## src/rtl/ice40_audio_fb_blk_writer.sv

```systemverilog
// Filterbank block-buffer producer: packs the word stream into a circular
// 256-block memory, raises held start requests and answers block read-ready queries.
module ice40_audio_fb_blk_writer #(
  parameter int C_BLK_LEN    = 64,
  parameter int C_FRAME_BLKS = 130,
  parameter int C_HOP_BLKS   = 2,
  parameter int C_RD_SPAN    = 4
) (
  input  logic        clk,
  input  logic        resetn,
  input  logic        i_enable,
  input  logic [15:0] i_din,
  input  logic        i_din_vld,
  output logic        o_wr_en,
  output logic [13:0] o_wr_addr,
  output logic [15:0] o_wr_data,
  output logic [7:0]  o_blk_idx,
  output logic        o_start,
  input  logic        i_done,
  input  logic        i_rd_req,
  input  logic [7:0]  i_rd_blk_idx,
  output logic        o_rd_rdy,
  output logic [7:0]  o_fill_cnt,
  output logic [7:0]  o_miss_cnt
);

  localparam logic [5:0] LAST_WORD = 6'(C_BLK_LEN - 1);
  localparam logic [7:0] FRAME_B   = 8'(C_FRAME_BLKS);
  localparam logic [7:0] HOP_B     = 8'(C_HOP_BLKS);
  localparam logic [7:0] HOP_M1    = 8'(C_HOP_BLKS - 1);
  localparam logic [7:0] SPAN_B    = 8'(C_RD_SPAN);

  typedef enum logic [1:0] {
    S_IDLE,
    S_FILL,
    S_START,
    S_RELEASE
  } state_t;

  state_t      state;
  logic [5:0]  word_cnt;
  logic [7:0]  hop_cnt;
  logic        blk_done;
  logic        accept;
  logic        clear_cnt;
  logic        go_start;
  logic [7:0]  cur_blk;
  logic [7:0]  rd_dist;

  assign accept    = i_din_vld & i_enable;
  assign clear_cnt = !i_enable && (state != S_START);
  assign go_start  = (state == S_FILL) && i_enable &&
                     (o_fill_cnt >= FRAME_B) && (hop_cnt >= HOP_B);
  // A block that has just completed is not yet reflected in o_blk_idx, so the
  // next word must already target the following block to avoid a gap.
  assign cur_blk   = blk_done ? o_blk_idx + 8'd1 : o_blk_idx;
  assign rd_dist   = o_blk_idx - i_rd_blk_idx;

  always_ff @(posedge clk or negedge resetn) begin
    if (!resetn) begin
      o_wr_en    <= 1'b0;
      o_wr_addr  <= '0;
      o_wr_data  <= '0;
      o_blk_idx  <= '0;
      o_fill_cnt <= '0;
      o_miss_cnt <= '0;
      word_cnt   <= '0;
      hop_cnt    <= '0;
      blk_done   <= 1'b0;
    end else begin
      o_wr_en <= accept;
      if (accept) begin
        o_wr_addr <= {cur_blk, word_cnt};
        o_wr_data <= i_din;
      end
      blk_done <= accept && (word_cnt == LAST_WORD);

      if (clear_cnt)
        word_cnt <= '0;
      else if (accept)
        word_cnt <= (word_cnt == LAST_WORD) ? 6'd0 : word_cnt + 6'd1;

      if (blk_done)
        o_blk_idx <= o_blk_idx + 8'd1;

      if (clear_cnt)
        o_fill_cnt <= '0;
      else if (blk_done && (o_fill_cnt != 8'hFF))
        o_fill_cnt <= o_fill_cnt + 8'd1;

      // Hop counting restarts at the start request; a completion landing on the
      // same edge still counts toward the next hop.
      if (clear_cnt)
        hop_cnt <= '0;
      else if (go_start)
        hop_cnt <= blk_done ? 8'd1 : 8'd0;
      else if (blk_done && (hop_cnt != 8'hFF))
        hop_cnt <= hop_cnt + 8'd1;

      if (blk_done && !clear_cnt && (hop_cnt == HOP_M1) && (o_miss_cnt != 8'hFF) &&
          ((state == S_START) || (state == S_RELEASE)))
        o_miss_cnt <= o_miss_cnt + 8'd1;
    end
  end

  // o_start drops on the same edge that sees i_done so the consumer gets a
  // one-edge release; S_RELEASE then guarantees at least one low cycle.
  always_ff @(posedge clk or negedge resetn) begin
    if (!resetn) begin
      state   <= S_IDLE;
      o_start <= 1'b0;
    end else begin
      o_start <= (state == S_START) && !i_done;
      case (state)
        S_IDLE: begin
          if (i_enable)
            state <= S_FILL;
        end
        S_FILL: begin
          if (!i_enable)
            state <= S_IDLE;
          else if (go_start)
            state <= S_START;
        end
        S_START: begin
          if (i_done)
            state <= S_RELEASE;
        end
        S_RELEASE: begin
          state <= i_enable ? S_FILL : S_IDLE;
        end
        default: state <= S_IDLE;
      endcase
    end
  end

  always_ff @(posedge clk or negedge resetn) begin
    if (!resetn)
      o_rd_rdy <= 1'b0;
    else
      o_rd_rdy <= i_rd_req && (rd_dist >= SPAN_B) && (rd_dist <= o_fill_cnt);
  end

endmodule

```

## config.mk

```make
export PLATFORM = sky130hd
export DESIGN_NAME = ice40_audio_fb_blk_writer
export DESIGN_NICKNAME = d
export VERILOG_FILES = /design/src/rtl/ice40_audio_fb_blk_writer.sv
export SDC_FILE = /design/constraint.sdc
export NUM_CORES = 1
export LEC_CHECK = 0
export CORE_MARGIN = 2
export CORE_UTILIZATION = 45
export DETAILED_ROUTE_END_ITERATION = 8
export GPL_TIMING_DRIVEN = 0
export PLACE_DENSITY = 0.74
export SKIP_LAST_GASP = 1
export SLEW_MARGIN = 20
export SYNTH_ARGS = -nofsm -noshare
export SYNTH_HDL_FRONTEND = slang
export SYNTH_SLANG_ARGS = --single-unit
```

## constraint.sdc

```tcl
create_clock -name clk -period 2.81 [get_ports clk]
set_input_delay 0.562 -clock clk [delete_from_list [all_inputs] [get_ports clk]]
set_output_delay 0.562 -clock clk [all_outputs]
set_load 0.005 [all_outputs]
```

---- Yosys cells after proc, flatten, opt, wreduce, memory -nomap -nowiden ----
Index checks and enable logic that the tools add are counted.
word-level totals
  flip-flop bits (word level) ............. 74
  latch bits .............................. 0
  bits in writable memories ............... 0
  memory bits (read-only) ................. 0
  input bits .............................. 30
  output and inout bits ................... 57
  logic and storage cells ................. 74
  memories ................................ 0
cells by class
  add/sub/neg operators ................... 6
  multiply operators ...................... 0
  divide/modulo/power cells ............... 0
  magnitude comparators ................... 4
  equality and inequality tests ........... 12
  shifts and indexed selects .............. 0
  multiplexer cells ....................... 16
  bitwise gates (word level) .............. 1
  reduce and logical (&&, ||, !) cells .... 23
operators by type and width
  cell                                                                    number
  8-bit 2-to-1 mux                                                        6
  8-bit by 1-bit adder with 8-bit output (second input constant)          4
  8-bit inequality test (second input constant)                           3
  6-bit 2-to-1 mux                                                        3
  1-bit logical AND                                                       14
  8-bit by 1-bit equality test with 1-bit output (second input constant)  1
  8-bit by 2-bit >= comparator with 1-bit output (second input constant)  1
  8-bit by 3-bit >= comparator with 1-bit output (second input constant)  1
  8-bit >= comparator (second input constant)                             1
  8-bit less-or-equal comparator                                          1
  2-bit 2-to-1 mux                                                        4
  2-bit one-hot mux with 4 select lines                                   1
  8-bit subtractor                                                        1
  6-bit by 1-bit adder with 6-bit output (second input constant)          1
  6-bit equality test (second input constant)                             1
  2-bit inequality test (second input constant)                           3
  2-bit equality test (second input constant)                             2
  2-bit nonzero test                                                      2
  1-bit logical NOT                                                       3
  3-bit inequality test (second input constant)                           1
  3-bit AND reduction                                                     1
  3-bit nonzero test                                                      1
  2-bit by 1-bit equality test with 1-bit output (second input constant)  1
  2-bit logical NOT                                                       1
  other kinds (3)                                                         4

---- Longest topological paths before layout ----
  depth in word-level cells ............... 7
  mapped depth ............................ 14
  depth with buffers taken out ............ 14

---- Worst setup path after synthesis ----
OpenSTA, ideal clock, no wires.
  path type ............................... input to register
  start ................................... in i_rd_blk_idx[0]
  end ..................................... reg o_rd_rdy
  setup time .............................. 66 ps
  arrival ................................. 2,883 ps
  path slack .............................. -139 ps
  stages .................................. 13
  path buffers ............................ 0
  path through ............................ ha_1 inv_1 fa_1 a21o_1 a21oi_1 xnor2_1 ha_1 nand3_1 o21bai_1 a31oi_1 maj3_1 a221oi_2 o31a_1
between the ends
  word-level cells in the longest chain between the ends .. 4
RTL lines
  item                                            line  RTL
  start: declaration                              21    input logic [7:0] i_rd_blk_idx,
  8-bit subtractor (*)                            57    assign rd_dist = o_blk_idx - i_rd_blk_idx;
  8-bit by 3-bit >= comparator with 1-bit output  141   o_rd_rdy <= i_rd_req && (rd_dist >= SPAN_B) && (rd_dist <= o_fill_cnt);
  1-bit logical AND                               141
  1-bit logical AND (*)                           141
  end signal: assignment                          141
  end: declaration                                22    output logic o_rd_rdy,
Every way passes the cells marked *; elsewhere a longest branch is shown, timed or not.
A chain may end at the register's enable or synchronous reset.

---- Worst setup path after layout ----
  start ................................... in i_rd_blk_idx[3]
  end ..................................... reg o_rd_rdy
The elaborated chain is that of the path after synthesis.

==> flow_summary.json <==
{
  "num_io_pins": 87,
  "grt_pass1_vias": 3191,
  "fin_crit_ns": 2.88,
  "multi_input_area_um2": 1900,
  "core_um2": 8130,
  "netlist-cell-type-count": 45,
  "die-area_um2": 9080,
  "max_stage_delay_ns": 0.46,
  "syn_area_per_cell_um2": 9.42,
  "synth_nets": 451,
  "firstDrtPassIters": 4,
  "diodes": 0,
  "power_w": 0.00239,
  "pre_cts_ws_ns": -0.760,
  "ir_drop_mv": 0.279,
  "fin_nets": 556,
  "failed_checks": "negative setup slack",
  "grt_pass1_wl_um": 14400,
  "final_layout_size_suffix_gt1_share_pct": 11.6,
  "antenna_found_initial": 0,
  "synth-adder-area-share_pct": 8.14,
  "initial_utilization_pct": 46.1,
  "cts_tree": "done",
  "critPathMaxFanout": 3,
  "yosysSeqAreaShare_pct": 49.4,
  "maxCapViolCount": 0,
  "wl_per_cell_um": 14.0,
  "skew_ns": 0.00695,
  "yosysWarningCount": 0,
  "die_w_um": 95.3,
  "seq_area_um2": 1850,
  "areaGrowthSynthToFinish_pct": 38.2,
  "io_buffers": 86,
  "yosys.area_share.simple_pct": 22.8,
  "hold_violations": 0,
  "finalWorstSetupSlack_ns": -0.0682,
  "synthMuxAreaShare_pct": 0.868,
  "crit_chain": "clkdlybuf4s50_1 -> inv_1 -> ha_4 -> buf_4 -> a211oi_2 -> nor2_1 -> ha_1 -> a21o_1 -> a21oi_2 -> a31oi_1 -> maj3_2 -> a221oi_2 -> o31a_1",
  "cp_slowest_cell": "clkdlybuf4s50_1",
  "cp-start-kind": "input port",
  "grt_max_degree": 59,
  "mostFrequentLayoutCell": "nand2_1",
  "most-common-layout-cells": "nand2_1, clkdlybuf4s50_1, dfrtp_1",
  "cp_data_arrival_time_ns": 3.17,
  "outcome": "finished with violations",
  "worstSetupEndpointType": "flop",
  "dp_hpwl_um": 6150,
  "die_y_um": 95.3,
  "drc": 0,
  "fin_util_pct": 63.7,
  "drt_iter0_drc": 149,
  "maxSlewHeadroom_pct": 65.5,
  "power_density_nw_per_um2": 461,
  "hp-class": "in -> async",
  "insertion_delay_ns": 0.34,
  "grt_usage_pct": 20.1,
  "routed_wl_um": 8600,
  "worstPathRequired_ns": 3.10,
  "fillCellCount": 710,
  "fp-row-count": 33,
  "vias": 3167,
  "gp_congestion": 0.839,
  "syn-cell-area_um2": 3750,
  "clk_pin_slew_ns": 0.09,
  "synth_compound_area_share_pct": 8.17,
  "setup_violations": 1,
  "synth_top_family_by_area": "simple AND/OR/NAND/NOR gates",
  "root_buffer": "clkbuf_8",
  "tightest_slew_ns": 0.518,
  "syn_inst": 398,
  "finalCritPeriodShare_pct": 102,
  "synthXorXnorAreaFrac_pct": 7.01,
  "critPathKind": "in -> reg",
  "slew_viol_final": 0,
  "rsz0062_at_grt": "true",
  "p_leak_nw": 2.39,
  "post_drt_via_cell_ratio": 5.17,
  "htreeDepth": 3,
  "postRouteAntennaNets": 0,
  "fmax_mhz": 347,
  "clock_sinks": 74,
  "numCtsBuffers": 9,
  "clockBufferDepth": 2,
  "ys_ff_latch": 74,
  "grt_overflow": 0
}
## layout make-up
cell class	instances	area share, %
multi-input cells	288	36.6
flip-flops and latches	74	35.7
repair buffers	94	18.0
clock buffers	10	2.66
well taps	105	2.53
clock inverters	6	1.83
inverters	25	1.81
plain buffers	11	0.821
## worst max-delay path, delay by kind of cell
kind | cells | cell delay, ns
simple gates | 1 | 0.09
compound gates | 6 | 0.94
fa+ha+maj | 3 | 0.89
buf+inv | 3 | 0.66
## cells by family after synthesis
group / count (synthesis)
and+or+nand+nor: 188
DFF: 74
AOI/OAI and AO/OA: 43
buffers and inverters: 36
xor gates and xnor gates: 30
adders and majority gates: 24
muxes: 3
## synth_stat cells, drive strengths merged
| cell | count | share of area [%] |
|---|---|---|
| nand4 | 6 | 1.0 |
| or3 | 4 | 0.67 |
| nor2 | 28 | 2.8 |
| o21bai | 1 | 0.20 |
| xnor2 | 17 | 4.0 |
| or4 | 1 | 0.20 |
| nor3b | 2 | 0.40 |
| o31a | 1 | 0.23 |
| o22ai | 3 | 0.50 |
| a22o | 1 | 0.23 |
| ha | 22 | 7.3 |
| and3 | 7 | 1.2 |
| clkbuf | 10 | 1.0 |
| a211oi | 4 | 0.80 |
| a21oi | 10 | 1.3 |
| mux2i | 1 | 0.27 |
| maj3 | 1 | 0.27 |
| nand4b | 1 | 0.23 |
| a221oi | 1 | 0.40 |
| o21ai | 10 | 1.3 |
| and2 | 1 | 0.17 |
| or4b | 1 | 0.37 |
| o21a | 1 | 0.20 |
| mux2 | 2 | 0.60 |
| and4 | 2 | 0.47 |
| inv | 25 | 2.5 |
| nand2 | 108 | 11 |
| o2111ai | 1 | 0.40 |
| nor4 | 4 | 1.1 |
| o211ai | 1 | 0.33 |
| a21boi | 1 | 0.20 |
| a21o | 2 | 0.40 |
| buf | 1 | 0.13 |
| nand2b | 4 | 0.67 |
| nor2b | 3 | 0.50 |
| a41oi | 2 | 0.87 |
| dfrtp | 74 | 49 |
| xor2 | 13 | 3.0 |
| nand3 | 12 | 1.6 |
| nor3 | 4 | 0.67 |
| a31oi | 2 | 0.33 |
| o31ai | 2 | 0.40 |
| fa | 1 | 0.53 |
## final timing paths
path | cells past startpoint | start | endpoint | slack, ns
min in group clk | 2 | o_wr_data[2] | o_wr_data[2] | 0.48
hold / removal | 1 | resetn | o_fill_cnt[3] | 0.09
hold reg to reg | 2 | o_wr_data[2] | o_wr_data[2] | 0.48
setup reg to reg | 12 | o_blk_idx[1] | o_rd_rdy | -0.02
setup / recovery | 13 | i_rd_blk_idx[3] | o_rd_rdy | -0.07
max in group asynchronous | 2 | resetn | o_blk_idx[1] | 2.16
## power breakdown
group          total (W)  internal (W)  switching (W)
clock           0.000965      0.000536       0.000429
combinational   0.000302      0.000162       0.000140
sequential       0.00112       0.00110      0.0000219
## routing by layer
layer,wire [um],vias to the layer above,GRT usage [%]
met3,529,9,4.82
li1,-,1536,-
met5,0,-,0
met1,4010,1536,27.0
met4,93,0,6.52
met2,3960,86,32.1
## per-stage QoR
step           setup TNS [ns]  area (um^2)  hold slack, ns  instances
2_1_floorplan               0         3760           0.266        398
3_3_place_gp          -108.14         4750           0.457        589
3_5_place_dp           -0.760         4780           0.461        590
4_1_cts               -0.0722         5140          0.0830        613
5_1_grt                -0.147         5180          0.0860        613
6_report              -0.0682         5180          0.0878        613
## sequential cells by signal, indices dropped and copies added (netlist names), named ones only
name / cells
blk_done: 1
hop_cnt: 8
o_blk_idx: 8
o_fill_cnt: 8
o_miss_cnt: 8
o_rd_rdy: 1
o_start: 1
o_wr_addr: 14
o_wr_data: 16
o_wr_en: 1
state: 1
word_cnt: 6
## timing repair
action,CTS,global route
gates resized for setup,22,6
setup buffers,7,0
endpoints found under the setup margin,1,1
hold buffers,0,0
pin swaps,20,10
Note: power is estimated with default switching activity, not from simulation.
